File: src/rtl/cpu_ctrl_pkg.sv
// Shared control encodings for the CPU: instruction classes, sequencer states,
// address-register source selects and the bundled control-strobe record.
package cpu_ctrl_pkg;

    localparam int FILL_DEPTH_DEF = 2;
    localparam int WAIT_MAX_DEF   = 15;

    typedef enum logic [2:0] {
        CLS_DP  = 3'd0,
        CLS_LDR = 3'd1,
        CLS_STR = 3'd2,
        CLS_B   = 3'd3,
        CLS_BL  = 3'd4,
        CLS_NOP = 3'd5
    } ins_class_e;

    typedef enum logic [2:0] {
        ST_RESET  = 3'd0,
        ST_FILL   = 3'd1,
        ST_EXEC   = 3'd2,
        ST_MEM    = 3'd3,
        ST_WB     = 3'd4,
        ST_BRANCH = 3'd5
    } state_e;

    localparam logic [1:0] ASEL_INC = 2'd0;
    localparam logic [1:0] ASEL_ALU = 2'd1;
    localparam logic [1:0] ASEL_PC  = 2'd2;

    typedef struct packed {
        logic [1:0] addr_sel;
        logic       ir_load;
        logic       mem_write;
        logic       datareg_in;
        logic       reg_write;
        logic       wb_sel;
        logic       link_write;
        logic       pc_change;
        logic       setflags;
        logic       abort;
    } ctrl_t;

    function automatic logic is_mem_class(input logic [2:0] cls);
        return (cls == CLS_LDR) || (cls == CLS_STR);
    endfunction

    function automatic logic is_branch_class(input logic [2:0] cls);
        return (cls == CLS_B) || (cls == CLS_BL);
    endfunction

endpackage

File: src/rtl/cycle_sequencer_if.sv
// Decoder/datapath-facing bundle of the cycle sequencer: class and condition
// inputs from the decoder, memory handshake, and the datapath enables.
interface cycle_sequencer_if;

    logic [2:0] ins_class;
    logic       cond_pass;
    logic       setflags_req;
    logic       mem_ready;

    logic [1:0] addr_sel;
    logic       ir_load;
    logic       mem_write;
    logic       datareg_in;
    logic       reg_write;
    logic       wb_sel;
    logic       link_write;
    logic       pc_change;
    logic       setflags;
    logic       abort;
    logic [2:0] state;

    modport master (
        output ins_class, cond_pass, setflags_req, mem_ready,
        input  addr_sel, ir_load, mem_write, datareg_in, reg_write, wb_sel,
               link_write, pc_change, setflags, abort, state
    );

    modport slave (
        input  ins_class, cond_pass, setflags_req, mem_ready,
        output addr_sel, ir_load, mem_write, datareg_in, reg_write, wb_sel,
               link_write, pc_change, setflags, abort, state
    );

endinterface

File: src/rtl/wait_timer.sv
// Saturating up-counter with synchronous clear; last_o flags that the next
// increment would reach LIMIT, so callers can act on the LIMIT-th event.
module wait_timer #(
    parameter int LIMIT = 15
) (
    input  logic clk,
    input  logic rstn,
    input  logic clr_i,
    input  logic inc_i,
    output logic last_o
);

    localparam int W = $clog2(LIMIT + 1);
    localparam logic [W-1:0] CNT_LAST = W'(LIMIT - 1);
    localparam logic [W-1:0] CNT_MAX  = W'(LIMIT);

    logic [W-1:0] cnt_q;
    logic [W-1:0] cnt_d;

    always_comb begin
        cnt_d = cnt_q;
        if (clr_i) begin
            cnt_d = '0;
        end else if (inc_i && (cnt_q != CNT_MAX)) begin
            cnt_d = cnt_q + W'(1);
        end
    end

    always_ff @(posedge clk) begin
        if (!rstn) begin
            cnt_q <= '0;
        end else begin
            cnt_q <= cnt_d;
        end
    end

    assign last_o = (cnt_q == CNT_LAST);

endmodule

File: src/rtl/cycle_sequencer.sv
// Multi-cycle fetch/decode/execute sequencer: stretches loads, stores and
// branches over several cycles and drives the datapath enables.
module cycle_sequencer
    import cpu_ctrl_pkg::*;
#(
    parameter int FILL_DEPTH = FILL_DEPTH_DEF,
    parameter int WAIT_MAX   = WAIT_MAX_DEF
) (
    input  logic             clk,
    input  logic             rstn,
    cycle_sequencer_if.slave bus
);

    state_e     state_q;
    state_e     state_d;
    ins_class_e cls_q;
    ins_class_e cls_d;
    ctrl_t      ctrl;

    logic fill_clr;
    logic fill_inc;
    logic fill_last;
    logic wait_clr;
    logic wait_inc;
    logic wait_last;

    // Both counters sit at zero outside their own state, so entering FILL or
    // MEM always starts a fresh count.
    always_comb begin
        fill_clr = (state_q != ST_FILL);
        fill_inc = (state_q == ST_FILL) && bus.mem_ready;
        wait_clr = (state_q != ST_MEM) || ctrl.abort;
        wait_inc = (state_q == ST_MEM) && !bus.mem_ready;
    end

    wait_timer #(
        .LIMIT (FILL_DEPTH)
    ) u_fill_timer (
        .clk    (clk),
        .rstn   (rstn),
        .clr_i  (fill_clr),
        .inc_i  (fill_inc),
        .last_o (fill_last)
    );

    wait_timer #(
        .LIMIT (WAIT_MAX)
    ) u_wait_timer (
        .clk    (clk),
        .rstn   (rstn),
        .clr_i  (wait_clr),
        .inc_i  (wait_inc),
        .last_o (wait_last)
    );

    always_comb begin
        state_d = state_q;
        cls_d   = cls_q;
        ctrl    = '0;

        case (state_q)
            ST_RESET: begin
                state_d = ST_FILL;
            end

            ST_FILL: begin
                ctrl.addr_sel = ASEL_INC;
                ctrl.ir_load  = bus.mem_ready;
                if (bus.mem_ready && fill_last) begin
                    state_d = ST_EXEC;
                end
            end

            ST_EXEC: begin
                // A stalled fetch freezes the instruction in place with no side effects.
                if (bus.mem_ready) begin
                    ctrl.ir_load = 1'b1;
                    if (bus.cond_pass) begin
                        if (bus.ins_class == CLS_DP) begin
                            ctrl.reg_write = 1'b1;
                            ctrl.wb_sel    = 1'b0;
                            ctrl.setflags  = bus.setflags_req;
                        end else if (is_mem_class(bus.ins_class)) begin
                            ctrl.addr_sel   = ASEL_ALU;
                            ctrl.datareg_in = (bus.ins_class == CLS_STR);
                            cls_d           = ins_class_e'(bus.ins_class);
                            state_d         = ST_MEM;
                        end else if (is_branch_class(bus.ins_class)) begin
                            ctrl.addr_sel   = ASEL_PC;
                            ctrl.pc_change  = 1'b1;
                            ctrl.link_write = (bus.ins_class == CLS_BL);
                            state_d         = ST_BRANCH;
                        end
                    end
                end
            end

            ST_MEM: begin
                ctrl.addr_sel  = ASEL_INC;
                ctrl.mem_write = (cls_q == CLS_STR);
                // Completion takes priority over a timeout landing in the same cycle.
                if (bus.mem_ready) begin
                    state_d = (cls_q == CLS_LDR) ? ST_WB : ST_EXEC;
                end else if (wait_last) begin
                    ctrl.abort = 1'b1;
                    state_d    = ST_FILL;
                end
            end

            ST_WB: begin
                ctrl.addr_sel  = ASEL_INC;
                ctrl.reg_write = 1'b1;
                ctrl.wb_sel    = 1'b1;
                state_d        = ST_EXEC;
            end

            ST_BRANCH: begin
                ctrl.addr_sel = ASEL_INC;
                state_d       = ST_FILL;
            end

            default: begin
                state_d = ST_RESET;
            end
        endcase
    end

    always_ff @(posedge clk) begin
        if (!rstn) begin
            state_q <= ST_RESET;
            cls_q   <= CLS_NOP;
        end else begin
            state_q <= state_d;
            cls_q   <= cls_d;
        end
    end

    assign bus.addr_sel   = ctrl.addr_sel;
    assign bus.ir_load    = ctrl.ir_load;
    assign bus.mem_write  = ctrl.mem_write;
    assign bus.datareg_in = ctrl.datareg_in;
    assign bus.reg_write  = ctrl.reg_write;
    assign bus.wb_sel     = ctrl.wb_sel;
    assign bus.link_write = ctrl.link_write;
    assign bus.pc_change  = ctrl.pc_change;
    assign bus.setflags   = ctrl.setflags;
    assign bus.abort      = ctrl.abort;
    assign bus.state      = state_q;

endmodule
File: src/flat_wrapper.sv
// flat-port wrapper written by rule: the top's interface ports become plain ports
module cycle_sequencer_flat import cpu_ctrl_pkg::*;
#(
    parameter int FILL_DEPTH = FILL_DEPTH_DEF,
    parameter int WAIT_MAX   = WAIT_MAX_DEF
)
  (clk, rstn, bus_ins_class, bus_cond_pass, bus_setflags_req, bus_mem_ready, bus_addr_sel, bus_ir_load, bus_mem_write, bus_datareg_in, bus_reg_write, bus_wb_sel, bus_link_write, bus_pc_change, bus_setflags, bus_abort, bus_state);
  cycle_sequencer_if bus_i ();
  input  logic clk;
  input  logic rstn;
  input wire logic [$bits(bus_i.ins_class)-1:0] bus_ins_class;
  input wire logic [$bits(bus_i.cond_pass)-1:0] bus_cond_pass;
  input wire logic [$bits(bus_i.setflags_req)-1:0] bus_setflags_req;
  input wire logic [$bits(bus_i.mem_ready)-1:0] bus_mem_ready;
  output wire logic [$bits(bus_i.addr_sel)-1:0] bus_addr_sel;
  output wire logic [$bits(bus_i.ir_load)-1:0] bus_ir_load;
  output wire logic [$bits(bus_i.mem_write)-1:0] bus_mem_write;
  output wire logic [$bits(bus_i.datareg_in)-1:0] bus_datareg_in;
  output wire logic [$bits(bus_i.reg_write)-1:0] bus_reg_write;
  output wire logic [$bits(bus_i.wb_sel)-1:0] bus_wb_sel;
  output wire logic [$bits(bus_i.link_write)-1:0] bus_link_write;
  output wire logic [$bits(bus_i.pc_change)-1:0] bus_pc_change;
  output wire logic [$bits(bus_i.setflags)-1:0] bus_setflags;
  output wire logic [$bits(bus_i.abort)-1:0] bus_abort;
  output wire logic [$bits(bus_i.state)-1:0] bus_state;
  assign bus_i.ins_class = bus_ins_class;
  assign bus_i.cond_pass = bus_cond_pass;
  assign bus_i.setflags_req = bus_setflags_req;
  assign bus_i.mem_ready = bus_mem_ready;
  assign bus_addr_sel = bus_i.addr_sel;
  assign bus_ir_load = bus_i.ir_load;
  assign bus_mem_write = bus_i.mem_write;
  assign bus_datareg_in = bus_i.datareg_in;
  assign bus_reg_write = bus_i.reg_write;
  assign bus_wb_sel = bus_i.wb_sel;
  assign bus_link_write = bus_i.link_write;
  assign bus_pc_change = bus_i.pc_change;
  assign bus_setflags = bus_i.setflags;
  assign bus_abort = bus_i.abort;
  assign bus_state = bus_i.state;
  cycle_sequencer #(.FILL_DEPTH(FILL_DEPTH), .WAIT_MAX(WAIT_MAX)) u_core (.clk(clk), .rstn(rstn), .bus(bus_i));
endmodule
File: config.mk
export PLATFORM = sky130hd
export DESIGN_NAME = cycle_sequencer_flat
export DESIGN_NICKNAME = d
export VERILOG_FILES = /design/src/rtl/cpu_ctrl_pkg.sv /design/src/rtl/cycle_sequencer_if.sv /design/src/rtl/wait_timer.sv /design/src/rtl/cycle_sequencer.sv /design/src/flat_wrapper.sv
export SDC_FILE = /design/constraint.sdc
export NUM_CORES = 1
export LEC_CHECK = 0
export BUFFER_PORTS_ARGS = -buffer_cell sky130_fd_sc_hd__buf_2
export CORE_MARGIN = 2
export CORE_UTILIZATION = 35
export DETAILED_ROUTE_END_ITERATION = 8
export SLEW_MARGIN = 5
export SYNTH_ARGS = -nofsm -noshare
export SYNTH_HDL_FRONTEND = slang
export SYNTH_SLANG_ARGS = --single-unit
export TNS_END_PERCENT = 5
File: constraint.sdc
create_clock -name clk -period 1.3 [get_ports clk]
set_input_delay 0.065 -clock clk [delete_from_list [all_inputs] [get_ports clk]]
set_output_delay 0.065 -clock clk [all_outputs]
set_load 0.01 [all_outputs]
==> results of run 1 <==
[worst max-delay path, delay by kind of cell (launching register included)]
kind / cells / cell delay (ns)
and+or+nand+nor: 3 / 0.56
buffers and inverters: 2 / 0.25
DFF: 1 / 0.33
[layer usage]
metal / vias up / global-route usage
met1: 388 / 0.217
met4: 0 / 0.0385
met3: 2 / 0.0600
met5: - / 0
met2: 16 / 0.281
li1: 438 / -
[cells by family after synthesis]
kind of cell / Yosys count / synth area share
and+or+nand+nor: 48 / 0.335
AOI/OAI and AO/OA: 19 / 0.159
adders and majority gates: 4 / 0.0612
buffers and inverters: 13 / 0.0872
xor gates and xnor gates: 6 / 0.0642
DFF: 12 / 0.294
[worst max-delay path by stage]
stage                                         startpoint                                   endpoint
2_1_floorplan           u_core.bus.state[0]$_SDFFE_PN0P_           u_core.bus.state[1]$_SDFFE_PN0P_
3_3_place_gp   u_core.u_wait_timer.cnt_q[0]$_SDFFE_PP0P_  u_core.u_wait_timer.cnt_q[1]$_SDFFE_PP0P_
3_5_place_dp   u_core.u_wait_timer.cnt_q[0]$_SDFFE_PP0P_  u_core.u_wait_timer.cnt_q[1]$_SDFFE_PP0P_
4_1_cts                 u_core.bus.state[2]$_SDFFE_PN0P_                              bus_reg_write
5_1_grt                 u_core.bus.state[0]$_SDFFE_PN0P_                               bus_setflags
6_report                u_core.bus.state[0]$_SDFFE_PN0P_                               bus_setflags
[metrics by stage]
step | utilization | TNS [ns] | hold WS [ns] | setup WS [ns]
after floorplan | - | 0 | 0.141 | 0.00751
after CTS | 0.515 | -1.29 | 0.0480 | -0.190
after global routing | 0.524 | -2.56 | 0.0664 | -0.250
final | 0.524 | -1.28 | 0.0514 | -0.187
after detailed placement | 0.473 | -0.168 | 0.333 | -0.0711
after global placement | 0.473 | -0.0533 | 0.311 | -0.0251
[cell type report]
class | instances | area share
sequential | 12 | 0.217
multi-input combinational | 77 | 0.494
inverter | 7 | 0.0227
timing repair buffer | 40 | 0.217
clock buffer | 3 | 0.0194
tap | 28 | 0.0302
[flip-flops by register name (all words and copies together), names as in the netlist]
| signal | cells |
|---|---|
| u_core.u_wait_timer.cnt_q | 4 |
| u_core.bus.state | 3 |
| u_core.cls_q | 3 |
| u_core.u_fill_timer.cnt_q | 2 |
[what timing repair did]
item / CTS / global route
hold buffers: 0 / 0
endpoints found under the setup margin: 16 / 21
gates resized for setup: 13 / 6
pin swaps: 6 / 0
buffers inserted: 3 / 0
[power by group through the flow]
stage          clock [mW]  sequential (mW)  combinational, mW
2_1_floorplan           0            0.392             0.0874
3_3_place_gp            0            0.390              0.138
3_5_place_dp            0            0.391              0.139
4_1_cts             0.239            0.380              0.151
5_1_grt             0.258            0.381              0.172
6_report            0.228            0.380              0.155
[layout by cell type, fill, tap and decap left out, types with 3 or more instances in the layout]
cell and n:
sky130_fd_sc_hd__a21oi_1 3, sky130_fd_sc_hd__buf_2 21, sky130_fd_sc_hd__buf_4 18, sky130_fd_sc_hd__clkbuf_4 3
sky130_fd_sc_hd__dfxtp_1 7, sky130_fd_sc_hd__dfxtp_2 3, sky130_fd_sc_hd__ha_1 4, sky130_fd_sc_hd__inv_1 7
sky130_fd_sc_hd__nand2_1 5, sky130_fd_sc_hd__nand3_1 4, sky130_fd_sc_hd__nor2_1 11, sky130_fd_sc_hd__nor3_2 4
sky130_fd_sc_hd__o21ai_0 6, sky130_fd_sc_hd__xnor2_1 6
==> impl_metrics.json, run 1 <==
{
  "global_route_usage_sum": 0.172,
  "path_cells": "buf_6, nor2b_4, and4b_2, and3_1, buf_2",
  "vias": 844,
  "initial_utilization": 0.370,
  "power.leakage_nw": 0.503,
  "syn-cell-area_um2": 818,
  "detailroute.wirelength.met3_um": 96,
  "grt_antenna_before_repair": 0,
  "detailed_place.area_um2": 1050,
  "cts.reportedPaths.clkPinSlew_ns": 0.08,
  "failing_checks": "setup timing",
  "ant_nets": 0,
  "yosys.cell_types.count": 37,
  "design_power_total_uw": 764,
  "power.share.switching": 0.273,
  "synth_top_area_frac": 0.294,
  "tritoncts.num_buffers": 3,
  "synth_ff_type": "sky130_fd_sc_hd__dfxtp_1",
  "synth.largest_area_cell": "sky130_fd_sc_hd__dfxtp_1",
  "number_of_placed_instances_taps_included": 161,
  "synth-warning-count": 0,
  "max-cap-violations": 0,
  "post_synthesis_net_count": 114,
  "dr_wl_met2_um": 993,
  "reg2reg_to": "u_core.u_wait_timer.cnt_q[3]$_SDFFE_PP0P_",
  "finalWorstPathRequiredPeriod_ns": 1.49,
  "wl_per_cell_um": 12.1,
  "tritoncts": "yes",
  "number_of_max_slew_violations_in_the_final_report": 0,
  "cp_data_required_time_ns": 1.24,
  "grt_max_degree": 10,
  "post_route_cells_drive_above_1_share": 0.482,
  "first_global_vias": 782,
  "total_number_of_h_tree_levels": 1,
  "outcome": "finished with violations",
  "hold_depth": 2,
  "skew_ns": 0.00793,
  "switchingPower_uw": 209,
  "yosys.cell_count.top_type": "sky130_fd_sc_hd__nor2_1",
  "die_y_um": 52.4,
  "slew-limit-headroom": 0.735,
  "drt_drc_violations_left": 0,
  "synth.yosys.seq_area_share": 0.294,
  "placementRows": 17,
  "timing.critical_path.arrival_ns": 1.42,
  "core_area_um2": 2210,
  "clock_power_share": 0.299,
  "peakVddDrop_v": 0.000555,
  "ys_ff_latch": 12,
  "clock_latency_late_sink_ns": 0.27,
  "die_w_um": 52.4,
  "worst_slack_ns": -0.187,
  "drt-vias-per-instance": 5.05,
  "detail_route.wirelength_mm": 2.01,
  "setup_violating_endpoint_count_in_the_final_report": 13,
  "drt-pass1-iter-count": 4,
  "hp-class": "input pin to flip-flop",
  "synth.cells.most_frequent": "sky130_fd_sc_hd__nor2_1, sky130_fd_sc_hd__dfxtp_1, sky130_fd_sc_hd__inv_1",
  "p_int_uw": 555,
  "final-seq-area_um2": 251,
  "num-fill-cells": 222,
  "hold_viol": 0,
  "syn_inst": 102,
  "pwr-share-comb": 0.204,
  "timing.setup.critical_path_class": "flip-flop to output pin",
  "synth_enable_flop_cells": 0,
  "instances_no_fill": 167,
  "area_growth_syn_to_layout_pct": 41.7,
  "critPathLaunchType": "flip-flop",
  "finalNetCount": 153,
  "drt_met1_wl_um": 915,
  "cts.sinks": 12,
  "place.detailed.hpwl_mm": 1.52,
  "tightestPinTransition_ns": 0.388,
  "dr.first_iter.drc_count": 13,
  "n_antenna_cell": 0,
  "die-area_um2": 2740,
  "port_buffers": 21,
  "hold_end": "u_core.cls_q[2]$_SDFFE_PN1P_",
  "critical-path-max-stage-delay_ns": 0.33,
  "clock_tree.root_cell": "sky130_fd_sc_hd__clkbuf_4",
  "area_of_the_multi_input_gates_um2": 573,
  "grt_first_pass_wirelength_mm": 3.49,
  "min_from": "rstn",
  "cp_slowest_cell": "sky130_fd_sc_hd__dfxtp_2",
  "final_min_period_over_clock_period": 1.14,
  "grt_remaining_overflow": 0,
  "power_density_nw_per_um2": 658,
  "crit_path_end_kind": "output pin",
  "setup.reg_to_reg.worst_slack_ns": -0.02,
  "reg2reg_depth": 6,
  "r2r-start": "u_core.bus.state[0]$_SDFFE_PN0P_",
  "fin_area_um2": 1160,
  "gpl.final_weighted_congestion": 0.763,
  "share_seq_of_total_power": 0.498,
  "crit_fanout": 8,
  "post_synth_main_area_contributors": "sky130_fd_sc_hd__dfxtp_1, sky130_fd_sc_hd__xnor2_1, sky130_fd_sc_hd__ha_1",
  "fmax_mhz": 672,
  "synth.avg_cell_area_um2": 8.02,
  "routed.top_layer": "met4",
  "io_pins": 22,
  "unrepaired_setup_endpoints_after_global_routing": "yes",
  "postSynth.asyncResetShare": 0,
  "maximum_clock_insertion_buffer_count": 2
}
No activity file was read; power rests on OpenSTA's default activity.
==> run 2: changes to the inputs <==
--- a/config.mk
+++ b/config.mk
@@ -5,6 +5,7 @@
 export SDC_FILE = /design/constraint.sdc
 export NUM_CORES = 1
 export LEC_CHECK = 0
+export ABC_AREA = 1
 export BUFFER_PORTS_ARGS = -buffer_cell sky130_fd_sc_hd__buf_2
 export CORE_MARGIN = 2
 export CORE_UTILIZATION = 35
==> run 2 against run 1 <==
Compared with the run above:
- the flow still finishes with violations (setup timing)
- via count increased by 10%
- total power increased by 96%
- count of clock-buffer cells in the layout is 1 higher
- hold slack gained 0.025 ns
- clock power grew 35%
- core utilization is 0.62 points higher
- non-clock buffer count decreased by 6
- largest cell class unchanged
==> impl_metrics.json, run 2 <==
{
  "ys_ff_latch": 12,
  "worstSetupEndpoint": "bus_reg_write",
  "cts.reportedPaths.clkPinSlew_ns": 0.08,
  "grt_first_pass_wirelength_mm": 3.51,
  "number_of_placed_instances_taps_included": 181,
  "reg2reg_to": "u_core.u_wait_timer.cnt_q[3]$_SDFFE_PP0P_",
  "max-cap-violations": 0,
  "failing_checks": "setup timing",
  "utilization": 0.531,
  "wl_per_cell_um": 10.9,
  "registers.top_by_ff_count": "u_core.u_wait_timer.cnt_q",
  "post_synth_main_area_contributors": "sky130_fd_sc_hd__dfxtp_1, sky130_fd_sc_hd__nand2_1, sky130_fd_sc_hd__inv_1",
  "yosys.cell_types.count": 26,
  "unrepaired_setup_endpoints_after_global_routing": "yes",
  "grt_remaining_overflow": 0,
  "syn_inst": 131,
  "initial_utilization": 0.372,
  "layout_commonest_cell": "sky130_fd_sc_hd__nand2_1",
  "place.detailed.hpwl_mm": 1.52,
  "worst_hold_slack_ns": 0.0760,
  "skew_ns": 0.00421,
  "finalNetCount": 180,
  "critical_path.n_buffers_inverters": 4,
  "instances_no_fill": 195,
  "path_delay_family": "flip-flops",
  "detailed_place.area_um2": 976,
  "min_from": "bus_ins_class[1]",
  "vias": 930,
  "io_pins": 22,
  "first_global_vias": 880,
  "outcome": "finished with violations",
  "placementRows": 17,
  "power.share.switching": 0.403,
  "clock_latency_late_sink_ns": 0.28,
  "cp_data_required_time_ns": 1.24,
  "largest_reg_flops": 4,
  "core_area_um2": 2210,
  "timing.critical_path.arrival_ns": 1.40,
  "drt-pass1-iter-count": 4,
  "finalSetupTns_ns": -1.23,
  "global_route_usage_sum": 0.171,
  "setup_violating_endpoint_count_in_the_final_report": 12,
  "grt_max_degree": 9,
  "pwr-share-comb": 0.472,
  "total_number_of_h_tree_levels": 1,
  "timing.setup.critical_path_class": "flip-flop to output pin",
  "mostFrequentLayoutCells": "sky130_fd_sc_hd__nand2_1, sky130_fd_sc_hd__inv_1, sky130_fd_sc_hd__buf_2",
  "setup.reg_to_reg.worst_slack_ns": -0.02,
  "clock_power_share": 0.206,
  "finalWorstPathRequiredPeriod_ns": 1.46,
  "cts.sinks": 12,
  "crit_path_end_kind": "output pin",
  "path_depth": 7,
  "hold_viol": 0,
  "power_density_nw_per_um2": 1270,
  "port_buffers": 21,
  "slew-limit-headroom": 0.872,
  "hp-class": "input pin to flip-flop",
  "clock_tree.root_cell": "sky130_fd_sc_hd__clkbuf_4",
  "crit_fanout": 3,
  "synth.avg_cell_area_um2": 6.28,
  "cp_slowest_cell": "sky130_fd_sc_hd__dfxtp_4",
  "drt-vias-per-instance": 4.77,
  "worst_slack_ns": -0.165,
  "peakVddDrop_v": 0.000715,
  "detail_route.wirelength_mm": 2.13,
  "dp_worst_setup_slack_ns": -0.0216,
  "r2r-start": "u_core.bus.state[0]$_SDFFE_PN0P_",
  "path_cells": "inv_4, nor3_4, inv_2, nor2_4, inv_2, o22ai_1, buf_2",
  "critical-path-max-stage-delay_ns": 0.37,
  "reg2reg_depth": 9,
  "critPathLaunch": "u_core.bus.state[1]$_SDFFE_PN0P_",
  "synth.cells.most_frequent": "sky130_fd_sc_hd__nand2_1, sky130_fd_sc_hd__inv_1, sky130_fd_sc_hd__nor2_1",
  "post_synthesis_net_count": 143,
  "critPathLaunchType": "flip-flop",
  "cp_common_cell": "sky130_fd_sc_hd__inv_2",
  "synth.yosys.seq_area_share": 0.292,
  "number_of_max_slew_violations_in_the_final_report": 0,
  "die_w_um": 52.5,
  "post_route_cells_drive_above_1_share": 0.365,
  "fmax_mhz": 683,
  "synth_top_area_frac": 0.292,
  "synth_ff_type": "sky130_fd_sc_hd__dfxtp_1",
  "synth.largest_area_cell": "sky130_fd_sc_hd__dfxtp_1",
  "tritoncts": "yes",
  "postSynth.asyncResetShare": 0,
  "area_growth_syn_to_layout_pct": 42.8,
  "drt_drc_violations_left": 0,
  "syn-cell-area_um2": 822,
  "grt_antenna_before_repair": 0,
  "dr.first_iter.drc_count": 15,
  "synth_enable_flop_cells": 0,
  "design_power_total_mw": 1.49,
  "tightestPinTransition_ns": 0.190,
  "maximum_clock_insertion_buffer_count": 2,
  "yosys.cell_count.top_type": "sky130_fd_sc_hd__nand2_1",
  "n_antenna_cell": 0,
  "p_int_uw": 892,
  "die_y_um": 52.5,
  "tritoncts.num_buffers": 3,
  "final_min_period_over_clock_period": 1.13,
  "ant_nets": 0,
  "switchingPower_uw": 601,
  "share_seq_of_total_power": 0.322,
  "power.leakage_nw": 0.589,
  "die-area_um2": 2750,
  "synth-warning-count": 0,
  "fin_area_um2": 1170,
  "gpl.final_weighted_congestion": 0.824
}
run 2: metal layers:
| metal | global-route usage | part of all wire | up-vias |
|---|---|---|---|
| li1 | - | - | 476 |
| met1 | 0.189 | 0.42 | 423 |
| met2 | 0.313 | 0.52 | 24 |
| met3 | 0.0286 | 0.044 | 7 |
| met4 | 0.0769 | 0.022 | 0 |
| met5 | 0 | 0 | - |
run 2: logic make-up (layout without fill, tap and decap cells):
kind of cell / after synthesis / after routing / synth area share
and+or+nand+nor: 70 / 70 / 0.393
adders and majority gates: 4 / 4 / 0.0609
xor gates and xnor gates: 1 / 1 / 0.0107
buffers and inverters: 29 / 65 / 0.140
DFF: 12 / 12 / 0.292
AOI/OAI and AO/OA: 15 / 15 / 0.104
run 2: timing repair:
| item | 4_1_cts | 5_1_grt |
|---|---|---|
| gates resized for setup | 15 | 11 |
| hold buffers | 1 | 0 |
| buffers inserted | 9 | 0 |
| pin swaps | 4 | 6 |
| endpoints found under the setup margin | 14 | 20 |
| endpoints found under the hold margin | 1 | 0 |
run 2: worst min path at each step:
stage,endpoint,depth (start not counted)
3_3_place_gp,u_core.cls_q[0]$_SDFFE_PN1P_,2
6_report,u_core.cls_q[1]$_SDFFE_PN0P_,3
5_1_grt,u_core.cls_q[1]$_SDFFE_PN0P_,3
3_5_place_dp,u_core.cls_q[0]$_SDFFE_PN1P_,2
2_1_floorplan,u_core.cls_q[0]$_SDFFE_PN1P_,1
4_1_cts,u_core.cls_q[1]$_SDFFE_PN0P_,3
run 2: layout make-up:
| cell class | count | area (µm²) |
|---|---|---|
| Sequential cell | 12 | 249 |
| Multi-Input combinational cell | 90 | 533 |
| Tap cell | 28 | 35.0 |
| Clock buffer | 4 | 36.3 |
| Inverter | 27 | 109 |
| Timing Repair Buffer | 34 | 211 |
| Fill cell | 225 | 1040 |
run 2: worst min-delay path: cells and delay by family:
family,cells,cell delay (ns)
compound gates,1,0.05
simple gates,1,0.07
buf+inv,1,0.13
run 2: power groups by stage:
stage / clock network (mW) / registers (mW) / logic, mW
2_1_floorplan: 0 / 0.490 / 0.361
3_3_place_gp: 0 / 0.479 / 0.516
3_5_place_dp: 0 / 0.483 / 0.517
4_1_cts: 0.309 / 0.480 / 0.666
5_1_grt: 0.330 / 0.487 / 0.785
6_report: 0.308 / 0.481 / 0.705
